## src/rtl/sensor_link_pkg.sv

```systemverilog
// Shared definitions for the sensor decoder link: response codes, payload
// values, the byte transmitter state encoding and the entry checksum helper.
package sensor_link_pkg;

  // Response codes produced by the decoder facade
  localparam logic [7:0] RC_STATUS        = 8'h10;
  localparam logic [7:0] RC_TEMP          = 8'h13;
  localparam logic [7:0] RC_HUM           = 8'h14;
  localparam logic [7:0] RC_TEMP_LOOP_ON  = 8'h15;
  localparam logic [7:0] RC_HUM_LOOP_ON   = 8'h16;
  localparam logic [7:0] RC_TEMP_LOOP_OFF = 8'h17;
  localparam logic [7:0] RC_HUM_LOOP_OFF  = 8'h18;
  localparam logic [7:0] RC_INVALID_CMD   = 8'hEC;

  // Payload constants
  localparam logic [7:0] PL_SENSOR_OK     = 8'h11;
  localparam logic [7:0] PL_SENSOR_FAIL   = 8'h12;
  localparam logic [7:0] PL_CONFIRM       = 8'hCA;
  localparam logic [7:0] PL_INVALID_ACTION = 8'hEA;

  // Serial byte transmitter states
  typedef enum logic [1:0] {
    TX_IDLE  = 2'd0,
    TX_START = 2'd1,
    TX_DATA  = 2'd2,
    TX_STOP  = 2'd3
  } tx_state_t;

  // One queued result
  typedef struct packed {
    logic [7:0] code;
    logic [7:0] resp;
  } result_t;

  // Trailing integrity byte of an entry
  function automatic logic [7:0] entry_checksum(input logic [7:0] code,
                                                input logic [7:0] resp);
    return code ^ resp;
  endfunction

endpackage

```

## src/rtl/response_uart_tx_if.sv

```systemverilog
// Result/serial bundle between the decoder facade (master) and the
// response UART transmitter (slave).
interface response_uart_tx_if;
  logic       finished;
  logic [7:0] response_code;
  logic [7:0] response;
  logic       tx;
  logic       busy;
  logic       overflow;

  modport master (output finished, output response_code, output response,
                  input tx, input busy, input overflow);
  modport slave  (input finished, input response_code, input response,
                  output tx, output busy, output overflow);
endinterface

```

## src/rtl/uart_byte_tx.sv

```systemverilog
// 8N1 byte serializer. A byte is accepted on load_i whenever ready_o is high:
// in IDLE, or on the last cycle of STOP so back-to-back bytes need no gap.
module uart_byte_tx
  import sensor_link_pkg::*;
#(
  parameter int CLKS_PER_BIT = 10
) (
  input  logic      clock_i,
  input  logic      reset_i,
  input  logic      load_i,
  input  logic [7:0] byte_i,
  output logic      ready_o,
  output tx_state_t state_o,
  output logic      tx_o
);

  localparam int BAUD_W = $clog2(CLKS_PER_BIT);
  localparam logic [BAUD_W-1:0] BAUD_LAST = BAUD_W'(CLKS_PER_BIT - 1);

  tx_state_t         state_q, state_d;
  logic [BAUD_W-1:0] baud_q, baud_d;
  logic [2:0]        bit_q, bit_d;
  logic [7:0]        shift_q, shift_d;
  logic              tx_q, tx_d;
  logic              baud_last_s;

  assign baud_last_s = (baud_q == BAUD_LAST);
  assign ready_o     = (state_q == TX_IDLE) || ((state_q == TX_STOP) && baud_last_s);
  assign state_o     = state_q;
  assign tx_o        = tx_q;

  // State, counters, data shifter and the registered line level
  always_ff @(posedge clock_i or posedge reset_i) begin
    if (reset_i) begin
      state_q <= TX_IDLE;
      baud_q  <= '0;
      bit_q   <= 3'd0;
      shift_q <= 8'h00;
      tx_q    <= 1'b1;
    end else begin
      state_q <= state_d;
      baud_q  <= baud_d;
      bit_q   <= bit_d;
      shift_q <= shift_d;
      tx_q    <= tx_d;
    end
  end

  // Bit timing and line value for the next cycle
  always_comb begin
    state_d = state_q;
    baud_d  = baud_q;
    bit_d   = bit_q;
    shift_d = shift_q;
    tx_d    = tx_q;
    case (state_q)
      TX_IDLE: begin
        baud_d = '0;
        if (load_i) begin
          state_d = TX_START;
          shift_d = byte_i;
          tx_d    = 1'b0;
        end else begin
          tx_d = 1'b1;
        end
      end
      TX_START: begin
        if (baud_last_s) begin
          baud_d  = '0;
          bit_d   = 3'd0;
          state_d = TX_DATA;
          tx_d    = shift_q[0];
        end else begin
          baud_d = baud_q + BAUD_W'(1);
        end
      end
      TX_DATA: begin
        if (baud_last_s) begin
          baud_d = '0;
          if (bit_q == 3'd7) begin
            state_d = TX_STOP;
            tx_d    = 1'b1;
          end else begin
            bit_d   = bit_q + 3'd1;
            shift_d = {1'b0, shift_q[7:1]};
            tx_d    = shift_q[1];
          end
        end else begin
          baud_d = baud_q + BAUD_W'(1);
        end
      end
      TX_STOP: begin
        if (baud_last_s) begin
          baud_d = '0;
          if (load_i) begin
            state_d = TX_START;
            shift_d = byte_i;
            tx_d    = 1'b0;
          end else begin
            state_d = TX_IDLE;
            tx_d    = 1'b1;
          end
        end else begin
          baud_d = baud_q + BAUD_W'(1);
        end
      end
      default: begin
        state_d = TX_IDLE;
        baud_d  = '0;
        tx_d    = 1'b1;
      end
    endcase
  end

endmodule

```

## src/rtl/response_uart_tx.sv

```systemverilog
// Response UART transmitter: edge-detects the decoder's finished strobe,
// queues {code, response} pairs and sends each as consecutive 8N1 bytes.
// Optional macro RESPONSE_UART_TX_CHECKSUM_EN appends code^response as a
// third byte per entry.
module response_uart_tx
  import sensor_link_pkg::*;
#(
  parameter int CLOCK_FREQ = 50000000,
  parameter int BAUD_RATE  = 9600,
  parameter int FIFO_DEPTH = 4
) (
  input logic               clock,
  input logic               reset,
  response_uart_tx_if.slave bus
);

  localparam int CLKS_PER_BIT = CLOCK_FREQ / BAUD_RATE;
  localparam int PTR_W        = $clog2(FIFO_DEPTH);
  localparam int CNT_W        = PTR_W + 1;
`ifdef RESPONSE_UART_TX_CHECKSUM_EN
  localparam int NUM_BYTES    = 3;
`else
  localparam int NUM_BYTES    = 2;
`endif
  // Bytes still to follow the code byte, held in a right-shifting holder
  localparam int HOLD_W       = 8 * (NUM_BYTES - 1);
  localparam logic [1:0] LAST_IDX = 2'(NUM_BYTES - 1);

  if (CLKS_PER_BIT < 2) begin : g_cpb_check
    $error("response_uart_tx: CLOCK_FREQ/BAUD_RATE must be at least 2");
  end
  if ((FIFO_DEPTH < 2) || ((FIFO_DEPTH & (FIFO_DEPTH - 1)) != 0)) begin : g_depth_check
    $error("response_uart_tx: FIFO_DEPTH must be a power of 2 and at least 2");
  end

  logic             finished_q;
  result_t          mem_q [FIFO_DEPTH];
  logic [PTR_W-1:0] wr_ptr_q, rd_ptr_q;
  logic [CNT_W-1:0] count_q;
  logic [HOLD_W-1:0] holder_q, holder_d;
  logic [1:0]       byte_idx_q, byte_idx_d;
  logic             overflow_q;

  logic      rise_s, full_s, pop_s, push_s, drop_s, next_byte_s, load_s;
  logic [7:0] byte_s;
  result_t   head_s;
  logic      tx_ready_s, tx_line_s;
  tx_state_t tx_state_s;

  assign head_s      = mem_q[rd_ptr_q];
  assign rise_s      = bus.finished && !finished_q;
  assign full_s      = (count_q == CNT_W'(FIFO_DEPTH));
  assign pop_s       = (tx_state_s == TX_IDLE) && (count_q != '0);
  // A full FIFO still takes the push when the head leaves in the same cycle
  assign push_s      = rise_s && (!full_s || pop_s);
  assign drop_s      = rise_s && full_s && !pop_s;
  assign next_byte_s = (tx_state_s == TX_STOP) && tx_ready_s && (byte_idx_q != LAST_IDX);
  assign load_s      = pop_s || next_byte_s;
  assign byte_s      = pop_s ? head_s.code : holder_q[7:0];

  assign bus.tx       = tx_line_s;
  assign bus.busy     = (tx_state_s != TX_IDLE) || (count_q != '0);
  assign bus.overflow = overflow_q;

  // Edge detect register and one-cycle drop indication
  always_ff @(posedge clock or posedge reset) begin
    if (reset) begin
      finished_q <= 1'b0;
      overflow_q <= 1'b0;
    end else begin
      finished_q <= bus.finished;
      overflow_q <= drop_s;
    end
  end

  // Result FIFO storage, pointers and occupancy
  always_ff @(posedge clock or posedge reset) begin
    if (reset) begin
      for (int i = 0; i < FIFO_DEPTH; i++) begin
        mem_q[i] <= '0;
      end
      wr_ptr_q <= '0;
      rd_ptr_q <= '0;
      count_q  <= '0;
    end else begin
      if (push_s) begin
        mem_q[wr_ptr_q] <= {bus.response_code, bus.response};
        wr_ptr_q        <= wr_ptr_q + PTR_W'(1);
      end
      if (pop_s) begin
        rd_ptr_q <= rd_ptr_q + PTR_W'(1);
      end
      case ({push_s, pop_s})
        2'b10:   count_q <= count_q + CNT_W'(1);
        2'b01:   count_q <= count_q - CNT_W'(1);
        default: count_q <= count_q;
      endcase
    end
  end

  // Remaining-byte holder and position within the current entry
  always_comb begin
    holder_d   = holder_q;
    byte_idx_d = byte_idx_q;
    if (pop_s) begin
`ifdef RESPONSE_UART_TX_CHECKSUM_EN
      holder_d = {entry_checksum(head_s.code, head_s.resp), head_s.resp};
`else
      holder_d = head_s.resp;
`endif
      byte_idx_d = 2'd0;
    end else if (next_byte_s) begin
      holder_d   = HOLD_W'(holder_q >> 8);
      byte_idx_d = byte_idx_q + 2'd1;
    end else begin
      holder_d   = holder_q;
      byte_idx_d = byte_idx_q;
    end
  end

  // Sequencing registers
  always_ff @(posedge clock or posedge reset) begin
    if (reset) begin
      holder_q   <= '0;
      byte_idx_q <= 2'd0;
    end else begin
      holder_q   <= holder_d;
      byte_idx_q <= byte_idx_d;
    end
  end

  uart_byte_tx #(
    .CLKS_PER_BIT(CLKS_PER_BIT)
  ) u_byte_tx (
    .clock_i(clock),
    .reset_i(reset),
    .load_i (load_s),
    .byte_i (byte_s),
    .ready_o(tx_ready_s),
    .state_o(tx_state_s),
    .tx_o   (tx_line_s)
  );

endmodule

```

## src/flat_wrapper.sv

```systemverilog
// flat-port wrapper written by rule: the top's interface ports become plain ports
module response_uart_tx_flat import sensor_link_pkg::*;
#(
  parameter int CLOCK_FREQ = 50000000,
  parameter int BAUD_RATE  = 9600,
  parameter int FIFO_DEPTH = 4
)
  (clock, reset, bus_finished, bus_response_code, bus_response, bus_tx, bus_busy, bus_overflow);
  response_uart_tx_if bus_i ();
  input logic clock;
  input logic reset;
  input wire logic [$bits(bus_i.finished)-1:0] bus_finished;
  input wire logic [$bits(bus_i.response_code)-1:0] bus_response_code;
  input wire logic [$bits(bus_i.response)-1:0] bus_response;
  output wire logic [$bits(bus_i.tx)-1:0] bus_tx;
  output wire logic [$bits(bus_i.busy)-1:0] bus_busy;
  output wire logic [$bits(bus_i.overflow)-1:0] bus_overflow;
  assign bus_i.finished = bus_finished;
  assign bus_i.response_code = bus_response_code;
  assign bus_i.response = bus_response;
  assign bus_tx = bus_i.tx;
  assign bus_busy = bus_i.busy;
  assign bus_overflow = bus_i.overflow;
  response_uart_tx #(.CLOCK_FREQ(CLOCK_FREQ), .BAUD_RATE(BAUD_RATE), .FIFO_DEPTH(FIFO_DEPTH)) u_core (.clock(clock), .reset(reset), .bus(bus_i));
endmodule
```

## config.mk

```make
export PLATFORM = sky130hd
export DESIGN_NAME = response_uart_tx_flat
export DESIGN_NICKNAME = d
export VERILOG_FILES = /design/src/rtl/sensor_link_pkg.sv /design/src/rtl/response_uart_tx_if.sv /design/src/rtl/uart_byte_tx.sv /design/src/rtl/response_uart_tx.sv /design/src/flat_wrapper.sv
export SDC_FILE = /design/constraint.sdc
export NUM_CORES = 1
export LEC_CHECK = 0
export ABC_AREA = 1
export CAP_MARGIN = 20
export CELL_PAD_IN_SITES_DETAIL_PLACEMENT = 0
export CELL_PAD_IN_SITES_GLOBAL_PLACEMENT = 1
export CORE_MARGIN = 2
export CORE_UTILIZATION = 50
export CTS_BUF_LIST = sky130_fd_sc_hd__clkbuf_16
export DETAILED_ROUTE_END_ITERATION = 16
export PLACE_DENSITY = 0.86
export SLEW_MARGIN = 40
export SYNTH_ARGS = -nofsm -noshare
export SYNTH_HDL_FRONTEND = slang
export SYNTH_SLANG_ARGS = --single-unit
```

## constraint.sdc

```tcl
create_clock -name clock -period 7.3 [get_ports clock]
set_input_delay 1.46 -clock clock [delete_from_list [all_inputs] [get_ports clock]]
set_output_delay 1.46 -clock clock [all_outputs]
set_load 0.05 [all_outputs]
```

Word level (Yosys, flattened, before mapping)
Cells that the tools add are included.
{"block": "word_totals", "register_bits": 110, "output_inout_bits": 3, "word_cells": 111}
{"block": "op_classes", "add_sub_neg": 7, "order_cmp": 3, "eq_ne": 15, "mux": 36, "bitwise": 2, "reduce_logical": 28}
{"operator": "$bwmux 64", "count": 1}
{"operator": "$mux 8", "count": 7}
{"operator": "$mux 16", "count": 3}
{"operator": "$bmux 16 s2", "count": 1}
{"operator": "$demux 16 s2", "count": 1}
{"operator": "$pmux 13 s2", "count": 1}
{"operator": "$pmux 8 s3", "count": 1}
{"operator": "$mux 2", "count": 7}
{"operator": "$add 13x1->13 const B", "count": 1}
{"operator": "$eq 13x13->1 const B", "count": 1}
{"operator": "$mux 13", "count": 1}
{"operator": "$pmux 3 s2", "count": 2}
{"operator": "$ne 2x2->1 const B", "count": 5}
{"operator": "$logic_and 1x1->1", "count": 9}
{"operator": "$mux 3", "count": 3}
{"operator": "$pmux 2 s4", "count": 1}
{"operator": "$reduce_and 4->1", "count": 2}
{"operator": "$reduce_bool 2->1", "count": 4}
{"operator": "$add 2x1->2 const B", "count": 3}
{"operator": "$add 3x1->3 const B", "count": 2}
{"operator": "$eq 2x2->1 const B", "count": 3}
{"operator": "$eq 3x3->1 const B", "count": 2}
{"operator": "$ge 3x3->1 const B", "count": 2}
{"operator": "$mux 1", "count": 6}
{"operator": "13 further kinds", "count": 22}

Logic depth before layout (Yosys ltp)
Gate-level depths: netlist of the first run.
{"block": "logic_depth", "ltp_word": 9, "ltp_mapped": 12, "ltp_nobuf": 11}

Cells and area by module
A second synthesis of the first run with hierarchy kept.
{"block": "unflattened", "hier_cells": 639, "hier_area_um2": 5387.7}
{"module": "response_uart_tx", "instances": 1, "cells_each": 438, "area_per_inst_um2": 3809.9}
{"module": "uart_byte_tx", "instances": 1, "cells_each": 201, "area_per_inst_um2": 1577.8}

Worst setup path after synthesis of the first run
No wires, ideal clock.
{"block": "synth_timing", "kind": "input to register", "from": "input port bus_finished", "to": "register u_core.count_q[2]", "setup_time_ns": 0.131, "arrival_time_ns": 2.670, "t_required_ns": 7.169, "path_slack_ns": 4.499, "path_stages": 9, "n_path_buf": 0, "cell_sequence": "inv_1 nor2_2 nand2_8 ha_1 inv_1 fa_1 a21oi_1 o21ai_0 xor2_1"}
{"block": "synth_between", "elab_chain_cells": 4, "word_cells_on_any_way": 6, "classes_between": "eq/ne: 2; mux: 1; reduce/logical: 3"}
{"element": "start: declaration", "line": "flat_wrapper.sv:12", "text": "input wire logic [$bits(bus_i.finished)-1:0] bus_finished;"}
{"element": "$logic_and 1x1->1 *", "line": "response_uart_tx.sv:51", "text": "assign rise_s = bus.finished && !finished_q;"}
{"element": "$logic_and 1x1->1 *", "line": "response_uart_tx.sv:55", "text": "assign push_s = rise_s && (!full_s || pop_s);"}
{"element": "$eq 2x1->1 / $eq 2x2->1 (equally long branches)", "line": "response_uart_tx.sv:93", "text": "case ({push_s, pop_s})"}
{"element": "$pmux 3 s2 / $reduce_bool 2->1 (equally long branches)"}
{"element": "end signal: assignment", "line": "response_uart_tx.sv:94", "text": "2'b10: count_q <= count_q + CNT_W'(1);"}
{"element": "end signal: assignment", "line": "response_uart_tx.sv:95", "text": "2'b01: count_q <= count_q - CNT_W'(1);"}
{"element": "end signal: assignment", "line": "response_uart_tx.sv:96", "text": "default: count_q <= count_q;"}
{"element": "end: declaration", "line": "response_uart_tx.sv:39", "text": "logic [CNT_W-1:0] count_q;"}
Every way passes the cells marked *; elsewhere a longest branch is shown, timed or not.
A chain may end at the register's enable or synchronous reset.

Worst setup path after layout of the first run
{"block": "layout_timing", "from": "register u_core.u_byte_tx.state_q[0], in the netlist u_core.u_byte_tx.state_o[0]", "to": "output port bus_busy"}
{"block": "layout_between", "elab_chain_cells": 2}
{"element": "start: declaration", "line": "uart_byte_tx.sv:20", "text": "tx_state_t state_q, state_d;"}
{"element": "start signal: assignment", "line": "uart_byte_tx.sv:41", "text": "state_q <= state_d;"}
{"element": "$reduce_bool 2->1", "line": "response_uart_tx.sv:62", "text": "assign bus.busy = (tx_state_s != TX_IDLE) || (count_q != '0);"}
{"element": "$logic_or 1x1->1", "line": "response_uart_tx.sv:62"}
{"element": "end: declaration", "line": "flat_wrapper.sv:16", "text": "output wire logic [$bits(bus_i.busy)-1:0] bus_busy;"}
No other way between the ends.

==> summary.md, run 1 <==
| Metric | Value |
|---|---|
| CTS Root Cell | `clkbuf_16` |
| # DRC | `0` |
| Final period util | `0.491` |
| Core Rows | `38` |
| Required @ worst endpoint | `5840 ps` |
| Hold Path Class | `flop to flop` |
| Final hold violation count | `0` |
| Routed WL per cell | `roughly 14 um` |
| Die width | `between 100 and 150 um` |
| Layout cell share with drive strength beyond 1 | `0.112` |
| Crit path arrival time | `between 2000 and 2500 ps` |
| Total number of vias | `4020` |
| Power Density | `roughly 290 nW/um2` |
| Worst skew pair latency | `between 300 and 400 ps` |
| Delay-heaviest family, CP | `buffers and inverters` |
| Total Wirelength | `around 11000 um` |
| Core area | `~11000 um2` |
| EDFF count, synth | `0` |
| Slew Limit Headroom | `0.469` |
| Max Slew Vio Count | `0` |
| First-pass GRT wire length | `slightly below 20000 um` |
| Crit path capture type | `output pin` |
| Hold_buf cts | `0` |
| Setup TNS | `0 ps` |
| GRT Resource Usage Total | `0.209` |
| N_diodes | `0` |
| Largest net degree at the start of global routing | `66` |
| Number of CTS-inserted buffers | `9` |
| PostCTS Resize Cnt | `0` |
| Die area | `approximately 12000 um2` |
| HPWL Detailed | `7210 um` |
| Vias in the first global route | `between 4000 and 5000` |
| Critical Setup Path Class | `flop to output pin` |
| Outcome | `completed` |
| Top Ports | `22` |
| Synth Instances | `around 620` |
| DP Area | `5820 um2` |
| Most frequent cells in the layout | `nand2_1, dfrtp_1, inv_1, o21ai_0, nand3_1` |
| CP max stage cell | `clkdlybuf4s50_1` |
| Port bufs | `21` |
| Detailed Route Iter0 Violations | `210` |
| Clk buf depth | `2` |
| #FFs+latches synth | `between 100 and 150` |
| Netlist cell types | `34` |
| Worst slew pin tran | `about 800 ps` |
| LEAKAGE | `2.91 nW` |
| Max FO, Critical Path | `5` |
| Mapped Area | `around 5600 um2` |
| Fmax achieved | `0.279 GHz` |
| RSZ-0062 raised after global routing | `false` |
| DIE HEIGHT | `109 um` |
| Post-DRT Antenna Nets | `0` |
| DR pass1 iterations | `4` |
| Via density | `5.15` |
| Max_cap viols | `0` |
| Mean Syn Cell Area | `8.91 um2` |
| Initial antenna violation count | `0` |
| Final Wtd Congestion | `a little over 0.8` |
| Commonest non-fill, non-tap cell in the layout | `nand2_1` |
| Worst-path cell chain | `inv_1, ha_1, nand3_1, clkdlybuf4s50_1` |
| GRT overflow | `0` |
| Setup violators final | `0` |
| Post-route cell area | `approximately 6100 um2` |
| Min cycle time layout | `approximately 3600 ps` |
| Max VDD drop | `0.202 mV` |
| Synth async-reset ratio | `1.00` |
| Syn nets | `657` |
| Max Clock Skew | `5.94 ps` |
| Setup Buffers After CTS | `0` |
| Clock transition at path regs | `about 70 ps` |
| Setup crit start kind | `flop` |
| Buf/Inv on CP | `2` |
| Predominant post-synthesis flop cell | `dfrtp_1` |
| P&R area growth vs syn | `9.98%` |
| H-tree Lvls | `3` |
| TritonCTS clock tree | `done` |
| CP max stage delay | `slightly above 800 ps` |
| Clk sink count | `between 100 and 150` |
| Sequential share of the synthesized area | `0.496` |
| Synthesis Warnings | `0` |
| Fin nets | `670` |
| Initial cell density of the core | `0.512` |
-- Yosys cell counts, types with 4 or more instances --
master / number / area share
a21oi_1: 30 / 0.027
buf_2: 12 / 0.011
clkbuf_1: 5 / 0.0034
dfrtp_1: 109 / 0.49
ha_1: 14 / 0.032
inv_1: 80 / 0.054
inv_2: 5 / 0.0034
mux2_2: 10 / 0.020
mux2_4: 18 / 0.049
nand2_1: 148 / 0.10
nand3_1: 55 / 0.050
nor2_1: 27 / 0.018
nor3_1: 4 / 0.0036
o21ai_0: 72 / 0.065
xor2_1: 4 / 0.0063
-- through the flow --
stage                util  std cells  hold slack, ps  total power, W  worst slack, ps
floorplan               -        623             428         0.00124             2940
global placement    0.537        765             447         0.00130             3980
detailed placement  0.537        765             442         0.00133             3920
CTS                 0.563        781             461         0.00180             3690
global route        0.563        781             487         0.00191             3610
finish              0.563        781             454         0.00178             3710
-- state kept, by name, summed over array words and instances, names as in the netlist --
name and flops:
u_core.u_byte_tx.tx_o 1, u_core.u_byte_tx.bit_q 3, u_core.wr_ptr_q 2, u_core.bus.overflow 1, u_core.count_q 3, u_core.holder_q 8
u_core.u_byte_tx.baud_q 13, u_core.byte_idx_q 2, u_core.u_byte_tx.shift_q 8, u_core.u_byte_tx.state_o 2, u_core.mem_q 64, u_core.rd_ptr_q 2
u_core.finished_q 1
-- per-layer routing --
metal | vias up | global-route usage | part of all wire
li1 | 2017 | - | -
met1 | 1936 | 0.275 | 0.47
met2 | 55 | 0.342 | 0.49
met3 | 12 | 0.0545 | 0.028
met4 | 0 | 0.0570 | 0.016
met5 | - | 0 | 0
-- area by class of cell --
cell class | instances | area (um2)
clock buffer | 9 | 225
multi-input combinational | 406 | 2330
inverter | 85 | 324
tap | 140 | 175
fill | 955 | 4730
clock inverter | 7 | 61.3
sequential | 110 | 2750
timing repair buffer | 24 | 233
-- power by group --
| part | switching [W] | leakage [nW] | internal (W) | total (W) |
|---|---|---|---|---|
| clock network | 0.000231 | 0.138 | 0.000236 | 0.000467 |
| registers | 0.0000827 | 1.33 | 0.000800 | 0.000883 |
| logic | 0.000225 | 1.45 | 0.000205 | 0.000431 |
-- final timing paths --
path | endpoint | startpoint | cells after the start | slack [ps]
min | u_core.bus.overflow$_DFF_PP0_ | u_core.finished_q$_DFF_PP0_ | 1 | 450
max reg2reg | u_core.count_q[2]$_DFFE_PP0P_ | u_core.u_byte_tx.state_o[1]$_DFFE_PP0P_ | 11 | 4720
max in group asynchronous | u_core.finished_q$_DFF_PP0_ | reset | 3 | 4740
min in group asynchronous | u_core.u_byte_tx.baud_q[10]$_DFF_PP0_ | reset | 2 | 1570
max | bus_busy | u_core.u_byte_tx.state_o[0]$_DFFE_PP0P_ | 4 | 3710
min reg2reg | u_core.bus.overflow$_DFF_PP0_ | u_core.finished_q$_DFF_PP0_ | 1 | 450
-- cell families after synthesis --
group	after synthesis	synth area share
xor+xnor	5	0.00789
buf+inv	107	0.0836
mux	28	0.0690
simple gates	253	0.212
compound gates	105	0.0969
flops	110	0.496
fa+ha+maj	15	0.0352
Power figures use the tool's default switching activity.
==> inputs of run 2 (changes only) <==
Settings changed: CORE_UTILIZATION 50 to 42, PLACE_DENSITY 0.86 to 0.77.
Clock period 7.3 ns to 3.23 ns, I/O delays scaled along.
==> summary.md, run 2 (synthesized netlist as in run 1, its figures left out) <==
| Metric | Value |
|---|---|
| Largest net degree at the start of global routing | `46` |
| Max FO, Critical Path | `5` |
| Commonest non-fill, non-tap cell in the layout | `nand2_1` |
| Fmax achieved | `about 0.36 GHz` |
| DP Area | `5910 um2` |
| CP max stage delay | `820 ps` |
| Reg2Reg Setup Slack | `approximately 860 ps` |
| Setup Buffers After CTS | `0` |
| CP Launch Point | `u_core.u_byte_tx.state_o[0]$_DFFE_PP0P_` |
| Critical Setup Path Class | `flop to output pin` |
| Total number of vias | `4067` |
| Post-route cell area | `just over 6000 um2` |
| Max VDD drop | `between 0.3 and 0.4 mV` |
| Setup crit start kind | `flop` |
| Number of CTS-inserted buffers | `9` |
| Worst skew pair latency | `~360 ps` |
| First-pass GRT wire length | `20400 um` |
| PostCTS Resize Cnt | `0` |
| Fillcell total | `between 1000 and 1500` |
| Max Slew Vio Count | `0` |
| # DRC | `0` |
| P&R area growth vs syn | `11.8%` |
| Final period util | `0.869` |
| Max_cap viols | `0` |
| Required @ worst endpoint | `about 2600 ps` |
| Final hold violation count | `0` |
| CP max stage cell | `clkdlybuf4s50_1` |
| Biggest registers after layout | `u_core.mem_q x64, u_core.u_byte_tx.baud_q x13` |
| RSZ-0062 raised after global routing | `false` |
| Reg2Reg Launch Point | `u_core.u_byte_tx.state_o[0]$_DFFE_PP0P_` |
| Crit path capture type | `output pin` |
| Die area | `between 10000 and 15000 um2` |
| Max Clock Skew | `~13 ps` |
| Setup TNS | `0 ps` |
| Power Density | `between 600 and 700 nW/um2` |
| Min-delay src | `u_core.finished_q$_DFF_PP0_` |
| Initial cell density of the core | `0.424` |
| N_diodes | `0` |
| Final Util | `0.474` |
| Core Rows | `42` |
| TritonCTS clock tree | `done` |
| Min cycle time layout | `between 2000 and 3000 ps` |
| Layout cell share with drive strength beyond 1 | `0.113` |
| Setup violators final | `0` |
| DIE HEIGHT | `around 120 um` |
| HPWL Detailed | `7650 um` |
| LEAKAGE | `2.94 nW` |
| Core area | `around 13000 um2` |
| Initial antenna violation count | `0` |
| Total Wirelength | `11800 um` |
| Slew Limit Headroom | `0.464` |
| Worst-path cell chain | `inv_1, ha_1, nand3_1, clkdlybuf4s50_1` |
| Via density | `4.96` |
| GRT Resource Usage Total | `0.183` |
| Vias in the first global route | `a little under 4000` |
| Outcome | `completed` |
| Port bufs | `21` |
| Die width | `119 um` |
| Non-filler cells, final | `between 800 and 900` |
| Most flop-heavy register | `u_core.mem_q` |
| Most frequent cells in the layout | `nand2_1, dfrtp_1, inv_1, o21ai_0, nand3_1` |
| Power Total | `0.00412 W` |
| Clk buf depth | `2` |
| Hold_buf cts | `0` |
| Detailed Route Iter0 Violations | `approximately 240` |
| Max reg flops | `64` |
| CTS Root Cell | `clkbuf_16` |
| Top Ports | `22` |
| Post-DRT Antenna Nets | `0` |
| Routed WL per cell | `about 14 um` |
| Fin nets | `between 600 and 700` |
| Hold Path Class | `flop to flop` |
| Final Wtd Congestion | `0.776` |
| Clock transition at path regs | `~70 ps` |
| Placed cells | `~800` |
| Crit path arrival time | `2160 ps` |
| GRT overflow | `0` |
| DR pass1 iterations | `5` |
| Worst slew pin tran | `803 ps` |
| Clk sink count | `110` |
| H-tree Lvls | `3` |
[run 2: final timing paths]
kind	endpoint	cells after the start
setup / recovery	bus_busy	4
hold / removal	u_core.bus.overflow$_DFF_PP0_	1
hold reg to reg	u_core.bus.overflow$_DFF_PP0_	1
max in group asynchronous	u_core.mem_q[23]$_DFFE_PP0P_	3
min in group asynchronous	u_core.u_byte_tx.baud_q[10]$_DFF_PP0_	2
setup reg to reg	u_core.count_q[2]$_DFFE_PP0P_	11
[run 2: metrics by stage]
step,worst slack (ps),hold WS (ps)
2_1_floorplan,876,428
3_3_place_gp,716,450
3_5_place_dp,676,446
4_1_cts,396,465
5_1_grt,334,493
6_report,425,458
[run 2: critical path: cells and delay by family, from the launching register on]
kind | cells | cell delay [ps]
DFF | 1 | 430
and+or+nand+nor | 1 | 160
buffers and inverters | 2 | 930
adders and majority gates | 1 | 280
[run 2: layout make-up]
| class | count | area (um2) | area share |
|---|---|---|---|
| multi-input cells | 406 | 2330 | 0.376 |
| inverters | 85 | 323 | 0.0520 |
| clock buffers | 9 | 225 | 0.0363 |
| clock inverters | 7 | 70.1 | 0.0113 |
| flip-flops and latches | 110 | 2750 | 0.444 |
| well taps | 176 | 220 | 0.0355 |
| repair buffers | 27 | 280 | 0.0452 |
[run 2: power by group]
part	internal, W	switching (W)	total [W]
registers	0.00181	0.000194	0.00200
logic	0.000472	0.000512	0.000984
clock network	0.000604	0.000533	0.00114
total	0.00288	0.00124	0.00412
[run 2: per-layer routing]
metal  vias up  share of wire  global-route usage
met2        59           0.49               0.293
met1      1985           0.47               0.249
met3         9          0.040              0.0489
met4         0         0.0074              0.0424
met5         -              0                   0
li1       2014              -                   -
==> inputs of run 3 (changes only) <==
Settings changed: CORE_UTILIZATION 42 to 44, DONT_BUFFER_PORTS set to 1, MAX_ROUTING_LAYER set to met4.
==> summary.md, run 3 (synthesized netlist as in run 1, its figures left out) <==
| Metric | Value |
|---|---|
| Via density | `between 5 and 6` |
| Initial antenna violation count | `0` |
| Clk buf depth | `2` |
| Core area | `about 12000 um2` |
| Switching Fraction | `0.298` |
| Setup crit start kind | `flop` |
| Max reg flops | `64` |
| Internal cell power | `between 0.002 and 0.003 W` |
| Pre-CTS WS | `912 ps` |
| CTS Root Cell | `clkbuf_16` |
| Hold WS | `about 170 ps` |
| Min cycle time layout | `between 2000 and 2500 ps` |
| Die width | `approximately 120 um` |
| DR pass1 iterations | `4` |
| Max FO, Critical Path | `5` |
| Total number of vias | `roughly 4000` |
| Critical Setup Path Class | `flop to output pin` |
| Number of CTS-inserted buffers | `9` |
| Net Switching | `0.00122 W` |
| Final period util | `0.726` |
| TritonCTS clock tree | `done` |
| Fillcell total | `around 1200` |
| LEAKAGE | `approximately 2.9 nW` |
| GRT Resource Usage Total | `0.192` |
| CP max stage delay | `approximately 510 ps` |
| Largest net degree at the start of global routing | `50` |
| Power Density | `roughly 680 nW/um2` |
| Layout cell share with drive strength beyond 1 | `0.120` |
| Outcome | `completed` |
| Clock network power share | `0.277` |
| FF/Latch Area | `2750 um2` |
| Setup Buffers After CTS | `0` |
| Post-DRT Antenna Nets | `0` |
| Vias in the first global route | `roughly 4000` |
| Core Rows | `41` |
| Buf/Inv on CP | `1` |
| DP Area | `approximately 5700 um2` |
| Setup TNS | `0 ps` |
| Fmax achieved | `0.426 GHz` |
| GRT overflow | `0` |
| Delay-heaviest family, CP | `simple AND/OR/NAND/NOR gates` |
| Worst slew pin tran | `~760 ps` |
| Initial cell density of the core | `0.445` |
| Max Clock Skew | `~10 ps` |
| PostCTS Resize Cnt | `0` |
| Biggest registers after layout | `u_core.mem_q x64, u_core.u_byte_tx.baud_q x13` |
| H-tree Lvls | `3` |
| P&R area growth vs syn | `8.25%` |
| Port bufs | `0` |
| Setup violators final | `0` |
| Crit path capture type | `output pin` |
| RSZ-0062 raised after global routing | `false` |
| HPWL Detailed | `around 7700 um` |
| Max VDD drop | `0.368 mV` |
| First-pass GRT wire length | `~20000 um` |
| Clock transition at path regs | `approximately 70 ps` |
| Final Wtd Congestion | `slightly above 0.8` |
| Routed WL per cell | `14.2 um` |
| Most flop-heavy register | `u_core.mem_q` |
| Total Wirelength | `about 11000 um` |
| Slew Limit Headroom | `0.490` |
| Final hold violation count | `0` |
| Hold_buf cts | `0` |
| N_diodes | `0` |
| Detailed Route Iter0 Violations | `between 200 and 250` |
| Hold Path Class | `input port to async pin` |
| DIE HEIGHT | `between 100 and 150 um` |
| Comb pwr share | `0.234` |
| Worst-path cell chain | `inv_1, ha_1, nand3_1` |
| Fin worst setup slack | `about 890 ps` |
| Die area | `about 14000 um2` |
| Worst skew pair latency | `360 ps` |
| Max_cap viols | `0` |
| Top Ports | `22` |
| Post-route cell area | `roughly 6000 um2` |
| # DRC | `0` |
| Clk sink count | `110` |
| CP max stage cell | `nand3_1` |
| Most frequent cells in the layout | `nand2_1, dfrtp_1, inv_1, o21ai_0, nand3_1` |
| Required @ worst endpoint | `around 2600 ps` |
| Fin nets | `approximately 650` |
| Multi-input combinational cell area | `2330 um2` |
| Reg power frac | `0.489` |
| Crit path arrival time | `approximately 1700 ps` |
| Max Slew Vio Count | `0` |
| Commonest non-fill, non-tap cell in the layout | `nand2_1` |
run 3: changes by cell type in the layout (fill, tap and decap cells not counted):
cell and delta:
buf_12 -1, buf_16 +1, inv_1 +2, clkinv_1 -3, buf_4 +1, clkdlybuf4s50_1 -21
clkinvlp_4 +1
run 3: cell type report:
type,count,area share
well taps,172,0.0358
repair buffers,7,0.0142
flip-flops and latches,110,0.458
inverters,85,0.0537
clock buffers,9,0.0375
multi-input cells,406,0.388
clock inverters,7,0.0123
run 3: routing by layer:
| metal | vias up | global-route usage | wire length, um |
|---|---|---|---|
| li1 | 1984 | - | - |
| met1 | 1951 | 0.228 | 5140 |
| met2 | 50 | 0.323 | 5580 |
| met3 | 17 | 0.0483 | 392 |
| met4 | 0 | 0.0595 | 188 |
| met5 | - | - | 0 |
run 3: final timing paths:
path / startpoint / end / slack [ps] / depth (start not counted)
worst max register to register: u_core.u_byte_tx.state_o[0]$_DFFE_PP0P_ / u_core.count_q[2]$_DFFE_PP0P_ / 900 / 11
worst min-delay path: reset / u_core.bus.overflow$_DFF_PP0_ / 170 / 1
max in group asynchronous: reset / u_core.holder_q[4]$_DFFE_PP0P_ / 2290 / 3
worst max-delay path: u_core.u_byte_tx.state_o[0]$_DFFE_PP0P_ / bus_busy / 890 / 3
worst min register to register: u_core.finished_q$_DFF_PP0_ / u_core.bus.overflow$_DFF_PP0_ / 460 / 1
min in group clock: bus_finished / u_core.finished_q$_DFF_PP0_ / 310 / 0
run 3: worst register-to-register path, delay by kind of cell (launching register included):
kind,cells,cell delay (ps)
flops,1,420
xor+xnor,1,150
simple gates,2,270
compound gates,2,260
fa+ha+maj,3,820
buf+inv,3,290
run 3: power groups by stage:
| stage | clock [W] | combinational (W) | sequential (W) |
|---|---|---|---|
| finish | 0.00113 | 0.000956 | 0.00200 |
| global route | 0.00121 | 0.00110 | 0.00205 |
| CTS | 0.00116 | 0.000976 | 0.00200 |
| detailed placement | 0 | 0.000967 | 0.00202 |
| global placement | 0 | 0.000918 | 0.00201 |
| floorplan | 0 | 0.000821 | 0.00197 |
run 3: per-stage QoR:
step,util,cells,power (W)
finish,0.482,796,0.00409
global route,0.482,796,0.00436
CTS,0.482,796,0.00414
detailed placement,0.458,780,0.00299
global placement,0.456,779,0.00292
floorplan,-,623,0.00280
